## src/rtl/systolic_pkg.sv

```systemverilog
// Shared definitions for the systolic matrix-multiply array.
// Holds the default operand width and the per-lane wavefront depth.
package systolic_pkg;

    localparam int DATA_WIDTH = 32;

    // Number of delay stages in lane i. The array top calls this too,
    // so the operand skew and the PE wavefront always agree.
    function automatic int lane_depth(input int i,
                                      input int base,
                                      input int skew);
        return base + i * skew;
    endfunction

endpackage

```

## src/rtl/delay_line.sv

```systemverilog
// Single-lane delay chain of DEPTH stages. Each stage holds a data
// word and a valid bit.
// Ports: clk, rst (sync, active-low), en (advance), flush (clear
// valids), in_valid/in_data (stage 0 input), out_valid/out_data
// (last stage), any_valid (OR of every valid bit in the chain).
module delay_line
    import systolic_pkg::*;
#(
    parameter int WIDTH = DATA_WIDTH,
    parameter int DEPTH = 1
) (
    input  logic             clk,
    input  logic             rst,
    input  logic             en,
    input  logic             flush,
    input  logic             in_valid,
    input  logic [WIDTH-1:0] in_data,
    output logic             out_valid,
    output logic [WIDTH-1:0] out_data,
    output logic             any_valid
);

    logic [WIDTH-1:0] data_q [DEPTH];
    logic [DEPTH-1:0] valid_q;

    always_ff @(posedge clk) begin
        if (!rst) begin
            for (int k = 0; k < DEPTH; k++) begin
                data_q[k] <= '0;
            end
            valid_q <= '0;
        end else begin
            // Data moves with en only; flush never touches data.
            if (en) begin
                data_q[0] <= in_data;
                for (int k = 1; k < DEPTH; k++) begin
                    data_q[k] <= data_q[k-1];
                end
            end
            // Flush wins over en for the valid bits.
            if (flush) begin
                valid_q <= '0;
            end else if (en) begin
                valid_q[0] <= in_valid;
                for (int k = 1; k < DEPTH; k++) begin
                    valid_q[k] <= valid_q[k-1];
                end
            end
        end
    end

    assign out_valid = valid_q[DEPTH-1];
    assign out_data  = data_q[DEPTH-1];
    assign any_valid = |valid_q;

endmodule

```

## src/rtl/skew_delay_bank.sv

```systemverilog
// Multi-lane skewing delay bank feeding one edge of the systolic array.
// Lane i delays data/valid by BASE_DELAY + i*SKEW enabled cycles.
// Ports: clk, rst (sync, active-low), en (global advance), flush
// (clear all valids), in_valid/in_data (lane i at [i*WIDTH +: WIDTH]),
// out_valid/out_data (registered, same packing), drained (no valid
// held anywhere in the bank).
module skew_delay_bank
    import systolic_pkg::*;
#(
    parameter int WIDTH      = DATA_WIDTH,
    parameter int LANES      = 4,
    parameter int BASE_DELAY = 1,
    parameter int SKEW       = 1
) (
    input  logic                   clk,
    input  logic                   rst,
    input  logic                   en,
    input  logic                   flush,
    input  logic [LANES-1:0]       in_valid,
    input  logic [LANES*WIDTH-1:0] in_data,
    output logic [LANES-1:0]       out_valid,
    output logic [LANES*WIDTH-1:0] out_data,
    output logic                   drained
);

    logic [LANES-1:0] any_valid;

    for (genvar i = 0; i < LANES; i++) begin : g_lane
        delay_line #(
            .WIDTH (WIDTH),
            .DEPTH (lane_depth(i, BASE_DELAY, SKEW))
        ) u_line (
            .clk       (clk),
            .rst       (rst),
            .en        (en),
            .flush     (flush),
            .in_valid  (in_valid[i]),
            .in_data   (in_data[i*WIDTH +: WIDTH]),
            .out_valid (out_valid[i]),
            .out_data  (out_data[i*WIDTH +: WIDTH]),
            .any_valid (any_valid[i])
        );
    end

    assign drained = ~|any_valid;

endmodule

```

## config.mk

```make
export PLATFORM = sky130hd
export DESIGN_NAME = skew_delay_bank
export DESIGN_NICKNAME = d
export VERILOG_FILES = /design/src/rtl/systolic_pkg.sv /design/src/rtl/delay_line.sv /design/src/rtl/skew_delay_bank.sv
export SDC_FILE = /design/constraint.sdc
export NUM_CORES = 1
export LEC_CHECK = 0
export CAP_MARGIN = 20
export CELL_PAD_IN_SITES_DETAIL_PLACEMENT = 1
export CELL_PAD_IN_SITES_GLOBAL_PLACEMENT = 2
export CORE_MARGIN = 10
export CORE_UTILIZATION = 36
export CTS_CLUSTER_SIZE = 25
export DETAILED_ROUTE_END_ITERATION = 7
export GPL_TIMING_DRIVEN = 0
export PLACE_DENSITY = 0.84
export SLEW_MARGIN = 20
export SYNTH_ARGS = -nofsm -noshare
export SYNTH_HDL_FRONTEND = slang
export SYNTH_SLANG_ARGS = --single-unit
```

## constraint.sdc

```tcl
create_clock -name clk -period 13.74 [get_ports clk]
set_clock_uncertainty 0.15 [all_clocks]
set_input_delay 2.748 -clock clk [delete_from_list [all_inputs] [get_ports clk]]
set_output_delay 2.748 -clock clk [all_outputs]
set_load 0.005 [all_outputs]
```

==> results of run 1 <==
sequential cells by signal, summed over array words and instances (netlist names):
name                     cells
g_lane.u_line.data_q       320
g_lane.u_line.any_valid      1
g_lane.u_line.valid_q        9
kinds of logic (layout without fill, tap and decap cells):
kind of cell / Yosys count / after routing / share of synthesized area (%)
and+or+nand+nor: 335 / 335 / 16.3
DFF: 330 / 330 / 76.7
buffers and inverters: 142 / 477 / 6.25
muxes: 10 / 10 / 0.783
other: 0 / 3 / 0
placed cells by master, fill, tap and decap left out:
| cell | count |
|---|---|
| sky130_fd_sc_hd__clkbuf_1 | 72 |
| sky130_fd_sc_hd__buf_2 | 9 |
| sky130_fd_sc_hd__nor2_1 | 10 |
| sky130_fd_sc_hd__nor4_2 | 1 |
| sky130_fd_sc_hd__nand2b_4 | 1 |
| sky130_fd_sc_hd__clkbuf_16 | 39 |
| sky130_fd_sc_hd__dfxtp_1 | 10 |
| sky130_fd_sc_hd__clkinvlp_4 | 1 |
| sky130_fd_sc_hd__and3_1 | 320 |
| sky130_fd_sc_hd__buf_12 | 1 |
| sky130_fd_sc_hd__diode_2 | 3 |
| sky130_fd_sc_hd__inv_6 | 3 |
| sky130_fd_sc_hd__mux2i_1 | 10 |
| sky130_fd_sc_hd__clkinv_2 | 3 |
| sky130_fd_sc_hd__nand2b_1 | 1 |
| sky130_fd_sc_hd__clkdlybuf4s50_1 | 266 |
| sky130_fd_sc_hd__buf_16 | 5 |
| sky130_fd_sc_hd__edfxtp_1 | 320 |
| sky130_fd_sc_hd__bufinv_16 | 1 |
| sky130_fd_sc_hd__or4_1 | 2 |
| sky130_fd_sc_hd__buf_4 | 68 |
| sky130_fd_sc_hd__clkinv_1 | 9 |
through the flow:
step | utilization [%] | setup TNS, ns
detailed placement | 46.5 | 0
global placement | 46.0 | -176.27
CTS | 49.7 | 0
global route | 49.7 | 0
finish | 49.7 | 0
floorplan | - | 0
where the power goes:
group	leakage (nW)	switching [mW]	internal, mW
sequential	3.58	0.0173	1.18
combinational	3.47	0.0834	0.116
clock	0.543	0.374	0.535
cell type report:
cell class,count,share of cell area (%)
tap,455,3.29
buffer,142,4.62
clock inverter,17,0.651
multi-input combinational,345,12.6
sequential,330,56.7
antenna,3,0.0434
clock buffer,46,5.79
timing repair buffer,272,16.3
per-layer routing:
layer / share of wire [%] / vias to the layer above / track usage (%)
met4: 1.9 / 0 / 4.06
met3: 4.5 / 44 / 2.64
met2: 54 / 173 / 25.7
met5: 0 / - / 0
li1: - / 3650 / -
met1: 40 / 3671 / 15.9
worst paths after layout:
path                                          to  slack (ns)  depth (start not counted)
hold reg to reg      g_lane[3].u_line.valid_q[3]        0.37                          2
setup / recovery                         drained        8.68                          3
setup reg to reg  g_lane[3].u_line.data_q[3][30]       12.73                          1
hold / removal       g_lane[3].u_line.valid_q[3]        0.37                          2
==> results summary, run 1 <==
After synthesis, the netlist uses 11 different library cells. The post-layout net count came out at 1264. Summing all multi-input logic gate instances after layout gives 2190 um2. Setup repair after global routing left no endpoint under its margin. The commonest cells after synthesis are 320 x sky130_fd_sc_hd__and3_1, 320 x sky130_fd_sc_hd__edfxtp_1, 68 x sky130_fd_sc_hd__buf_4. The family of cells with the greatest summed delay on the critical path is simple AND/OR/NAND/NOR gates.

The launching point of the worst reg2reg path is g_lane[3].u_line.data_q[2][30]. The worst path in the final design needs a cycle of 5.06 ns, including I/O delays and setup. The period utilization is 36.8%. The depth of the CTS H-tree came out at 2.

Data on the critical path is required at its endpoint by 10.84 ns. The share of flip-flops with an asynchronous set or reset after synthesis came out at 0%. The latest clock arrival within the worst-skew pair came out at 0.51 ns. By area the synthesized netlist is led by sky130_fd_sc_hd__edfxtp_1 75%, sky130_fd_sc_hd__and3_1 16%, sky130_fd_sc_hd__buf_4 4.0%. The average footprint of a synthesized cell came out at 15.7 um2. Summed over all cells, the static leakage comes to 7.60 nW.

The starting DRC count in detailed routing came out at 351. The cell with the largest stage delay on the worst path is sky130_fd_sc_hd__or4_1. 269 I/O pins were placed. The total nets after synthesis is 953.

The number of buffers created by CTS is 37. The maximum operating frequency is 0.198 GHz. The final non-filler cell area is 17300 um2. The hold slack is 0.373 ns. After synthesis the netlist holds a flip-flop and latch count of 330.

Walking the worst path, the cells encountered are or4_1, nor4_2, clkdlybuf4s50_1. The arrival time reported for the critical path endpoint came out at 2.16 ns. The CTS sink count came out at 330. Power spread over the standard cell area amounts to 133 nW/um2.

The total vias in the final route came out at 7538. The worst setup path is of the flip-flop to primary output kind. The initial antenna violation count was 1. The final worst setup slack came out at 8.68 ns.

Across the run, the number of max-cap violations was 0. Summed over its instances, the top area cell type makes up 75.1% of the synthesized netlist area. In this run the worst hold path is classified as flip-flop to flip-flop.

The fraction of layout instances using a drive strength above 1 is 11.5%. The core area is 34800 um2. The transition time at the pin with the least slew margin came out at 0.504 ns. The clock transition time at the flip-flop clock pins of the worst setup and hold paths came out at 0.06 ns. Together, buffers and inverters on the worst path number 1. Among all flip-flop cells after synthesis, the most frequent one is sky130_fd_sc_hd__edfxtp_1. The critical-path maximum fanout is 3.

The post-synthesis sequential area ratio is 76.7%. The post-cts sizing count came out at 0. Once layout is complete, the cells apart from fillers number 1610. Clock tree synthesis selected as its root buffer the cell sky130_fd_sc_hd__clkbuf_16.

Measured along the x axis, the die boundary spans 208 um. The flow ran to the end, and the final reports show no timing, DRC or antenna violations. The total power after layout is 2.30 mW. The combined flip-flop and latch cell area came out at 9810 um2. The overall die area is 43500 um2. The routed wire length came out at 31300 um. After filler insertion, the fill cell instance count of the layout stands at 3414. The total overflow left after global routing is 0. Buffers inserted to repair hold after CTS numbered 0. The hold violation count in the final report is 0. The startpoint of the worst hold path is g_lane[3].u_line.valid_q[3]. STA classifies the critical path endpoint as a primary output. The count of flip-flops with a built-in enable after synthesis came out at 320. sky130_fd_sc_hd__edfxtp_1 takes more of the synthesized area than any other cell.

After legalization and detailed placement, the total HPWL measured 23100 um. After synthesis the cells add up to 12800 um2. The number of iterations in the first detailed-routing pass is 4. The number of remaining DRC errors is 0. The number of global-route vias before repair came out at 8075. The critical path launch point type is a flip-flop. Synthesis handed over a netlist of 817 instances. The worst-case IR drop observed on VDD is 65.2 uV. The number of placement rows is 68. The count of endpoints failing setup in the final report is 0. The count of pins over their slew limit is 0. The count of buffers from port buffering came out at 266. The number of vias per cell came out at 4.68. The final estimated routing congestion in global placement came out at 0.769. The setup fix buffers added after clock tree synthesis came out at 0.

Entering global routing, the biggest net connects 64 pins. The number of warnings issued by yosys is 0. In this design, the stage delay of the slowest critical-path cell is 0.56 ns. TritonCTS built the clock tree. In this run the deepest clock path goes through 3 buffers.

The post-placement setup slack is 8.71 ns. The post-placement cell count is 1544. Tracing the worst setup path back leads to its startpoint at g_lane[3].u_line.valid_q[0]. The placed standard-cell area came out at 16200 um2. The die height is 208 um. The residual antenna-violating net count after detailed routing is 0. The global-route wire length before repair came out at 48000 um.

Dividing the detail-routed wire length by the instance count gives 19.4 um. The area added between synthesis and finish came out at 35.3%. The total global routing track utilization came out at 13.9%. The starting density of the core came out at 36.8%. Measured against its own limit, the worst slew margin works out to 66.4%.
Note: power is estimated with default switching activity, not from simulation.
==> run 2: changes to the inputs <==
--- a/config.mk
+++ b/config.mk
@@ -9,11 +9,11 @@
 export CELL_PAD_IN_SITES_DETAIL_PLACEMENT = 1
 export CELL_PAD_IN_SITES_GLOBAL_PLACEMENT = 2
 export CORE_MARGIN = 10
-export CORE_UTILIZATION = 36
+export CORE_UTILIZATION = 32
 export CTS_CLUSTER_SIZE = 25
 export DETAILED_ROUTE_END_ITERATION = 7
 export GPL_TIMING_DRIVEN = 0
-export PLACE_DENSITY = 0.84
+export PLACE_DENSITY = 0.79
 export SLEW_MARGIN = 20
 export SYNTH_ARGS = -nofsm -noshare
 export SYNTH_HDL_FRONTEND = slang
==> constraint.sdc (replaced) <==
create_clock -name clk -period 4.4 [get_ports clk]
set_clock_uncertainty 0.15 [all_clocks]
set_input_delay 0.88 -clock clk [delete_from_list [all_inputs] [get_ports clk]]
set_output_delay 0.88 -clock clk [all_outputs]
set_load 0.005 [all_outputs]
==> run 2 against run 1 <==
  * Wire length increased by 1.5%
  * Clock power increased to 3.3 times the previous value
  * First-iteration DRC count increased by 19%
  * Worst hold slack about the same
  * Count of clock-buffer cells in the layout decreased by 3
  * Non-clock buffer count unchanged
  * Global-route usage decreased by 1.2 points
  * Combinational power increased to 3.1 times the previous value
  * Final cell count increased by 4.2%
  * Total power increased to 3.2 times the previous value
  * Via count increased by 0.34%
==> results summary, run 2 (same netlist as run 1, synthesis figures left out) <==
Top library cells by usage in the layout, fill and taps aside: 320 x sky130_fd_sc_hd__and3_1, 320 x sky130_fd_sc_hd__edfxtp_1, 266 x sky130_fd_sc_hd__clkdlybuf4s50_1 (unchanged). The launching point of the worst reg2reg path is g_lane[3].u_line.data_q[0][29] (was g_lane[3].u_line.data_q[2][30]). The type of element capturing the critical path was a primary output (unchanged).

The flip-flop count of the largest register, all copies and words added is 320 (unchanged). The number of buffers inserted by hold repair at cts came to 0 (unchanged). The total global routing overflow came to 0 (unchanged). The count of boundary I/O pins came out at 269 (unchanged). The cell chosen for the clock root is sky130_fd_sc_hd__clkbuf_16 (unchanged). The global routing met3 resource utilization came out at 2.66% (was 2.64%). The arrival time reported for the critical path endpoint came out at 2.17 ns (was 2.16 ns). The clock tree from TritonCTS is built (unchanged). The number of vias per cell is 4.51 (was 4.68). The net switching share of the total power came to 21.0% (was 20.6%). The initial antenna violation count is 0 (was 1). The maximum VDD drop was 213 uV (was 65.2 uV). The die height came out at 220 um (was 208 um). The die span in x is 220 um (was 208 um). The fraction of met1 tracks used by global routing came out at 14.6% (was 15.9%). The critical-path maximum fanout is 3 (unchanged). The met2 track demand over resource in global routing was 22.5% (was 25.7%). The hold slack is 0.373 ns (about the same). The most flop-heavy register is g_lane.u_line.data_q (unchanged). The post-placement setup slack came out at 0.998 ns (was 8.71 ns). The clock network fraction of design power is 41.0% (was 39.5%). The setup total negative slack is 0 ns (unchanged). The layer with the highest usage after global routing is met2 (unchanged). The post-placement cell count is 1614 (was 1544). The number of placement rows is 73 (was 68).

The global-route wire length before repair was 46900 um (was 48000 um). The worst max-slew margin expressed relative to the limit is 63.4% (was 66.4%). The number of maximum-capacitance constraint violations came out at 0 (unchanged). Outcome: finished clean (unchanged). The latest clock arrival within the worst-skew pair is 0.52 ns (was 0.51 ns). The number of global-route vias before repair came to 7929 (was 8075). The number of iterations in the first detailed-routing pass came out at 4 (unchanged). The class of the tightest hold or removal check is flip-flop to flip-flop (unchanged). The clock transition time at the flip-flop clock pins of the worst setup and hold paths was 0.06 ns (about the same).

The count of pins over their slew limit was 0 (unchanged). The total global routing track utilization came out at 12.7% (was 13.9%). The maximum operating frequency is 0.313 GHz. The setup fix buffers added after clock tree synthesis is 0 (unchanged).

The number of remaining DRC errors came out at 0 (unchanged). The core area is 39600 um2 (was 34800 um2). The final non-filler cell area is 17500 um2 (was 17300 um2). RSZ-0062 raised after global routing: false (unchanged).

The placed standard-cell area was 16300 um2 (was 16200 um2). The final estimated routing congestion in global placement is 0.747 (was 0.769). The HPWL after detailed placement came out at 23700 um (was 23100 um). The startpoint of the worst setup timing path is g_lane[3].u_line.valid_q[0] (unchanged).

The power per cell area is 423 nW/um2 (was 133 nW/um2). The final worst setup slack is 1.20 ns (was 8.68 ns). The maximum number of buffers from clock root to sink is 3 (unchanged). The share of the core filled with cells in the final layout is 44.1% (was 49.7%). The number of buffers created by CTS came to 36 (was 37). The cell-internal power came out at 5.83 mW (was 1.83 mW). The post-detailed-route wirelength per cell is 18.9 um (was 19.4 um). The maximum number of pins on one net before global-route repair is 56 (was 64). The count of buffers from port buffering is 266 (unchanged).

The fraction of layout instances using a drive strength above 1 is 12.1% (was 11.5%). The worst endpoint required time is 3.37 ns (was 10.84 ns). The post-layout net count is 1263 (was 1264).

The antenna diode instance count is 0 (was 3). The residual antenna-violating net count after detailed routing was 0 (unchanged). The CTS sink count is 330 (unchanged). The post-cts sizing count came out at 0 (unchanged). The transition time at the pin with the least slew margin came to 0.550 ns (was 0.504 ns). The switching power came to 1.55 mW (was 0.475 mW). The starting density of the core is 32.3% (was 36.8%).

The period utilization came out at 72.6%. The critical path launch point type is a flip-flop (unchanged). The overall die area is 48400 um2 (was 43500 um2).

The total power after layout is 7.38 mW (was 2.30 mW). For the finished layout, the period the worst path requires is 3.20 ns. The destination of the worst register-to-register timing path is g_lane[3].u_line.data_q[1][29] (was g_lane[3].u_line.data_q[3][30]).

The worst reg2reg path depth came to 1 (unchanged). The starting DRC count in detailed routing is 418 (was 351). The kind of critical path is flip-flop to primary output (unchanged). The part of the power in combinational logic is 8.4% (was 8.6%).

The worst setup slack for register-to-register paths is 3.41 ns (was 12.73 ns). The number of non-filler instances in the completed layout came to 1678 (was 1610). The count of endpoints failing setup in the final report is 0 (unchanged). The cell depth of the worst hold path was 2 (unchanged). The hold violation count in the final report was 0 (unchanged). The termination of the worst setup path is drained (unchanged). The depth of the CTS H-tree came out at 2 (unchanged). The leakage power total is 7.63 nW (was 7.60 nW). The area added between synthesis and finish came out at 36.6% (was 35.3%).

The total vias in the final route came out at 7564 (was 7538). The routed wire length was 31800 um (was 31300 um). The part of the total power dissipated in sequential elements is 50.5% (was 51.9%).
[run 2: cell count changes in the layout (fill, tap and decap cells not counted), sizes merged]
cell,delta
diode,-3
clkbuf,-3
clkinv,-1
clkinvlp,+2
bufinv,+3
[run 2: layout make-up]
type | instances | area, um2
Multi-Input combinational cell | 345 | 2190
Buffer | 142 | 800
Fill cell | 3978 | 22200
Sequential cell | 330 | 9810
Timing Repair Buffer | 272 | 2810
Tap cell | 525 | 657
Clock inverter | 21 | 250
Clock buffer | 43 | 947
[run 2: metal layers]
metal  routed length (um)  share of wire (%)
met1                12900                 41
met2                16400                 52
met3                 1510                4.8
met4                  975                3.1
met5                    0                  0
[run 2: worst min-delay path by stage]
stage / startpoint / endpoint / slack [ns]
after floorplan: g_lane[2].u_line.valid_q[1] / g_lane[2].u_line.valid_q[1] / 0.32
after global placement: g_lane[3].u_line.valid_q[0] / g_lane[3].u_line.valid_q[1] / 0.34
after detailed placement: g_lane[3].u_line.valid_q[3] / g_lane[3].u_line.valid_q[3] / 0.36
after CTS: g_lane[3].u_line.valid_q[3] / g_lane[3].u_line.valid_q[3] / 0.38
after global routing: g_lane[3].u_line.data_q[2][22] / g_lane[3].u_line.data_q[3][22] / 0.42
final: g_lane[3].u_line.valid_q[2] / g_lane[3].u_line.valid_q[3] / 0.37
[run 2: worst max-delay path, stage by stage (launching register included)]
cell                              delay (ns)
sky130_fd_sc_hd__dfxtp_1                0.33
sky130_fd_sc_hd__or4_1                  0.54
sky130_fd_sc_hd__nor4_2                 0.22
sky130_fd_sc_hd__clkdlybuf4s50_1        0.56
[run 2: power by group through the flow]
stage | clock network, mW | logic, mW | registers, mW
finish | 3.03 | 0.623 | 3.73
global route | 3.24 | 0.677 | 3.75
CTS | 3.12 | 0.639 | 3.73
detailed placement | 0 | 0.636 | 3.80
global placement | 0 | 0.605 | 3.81
floorplan | 0 | 0.231 | 3.80
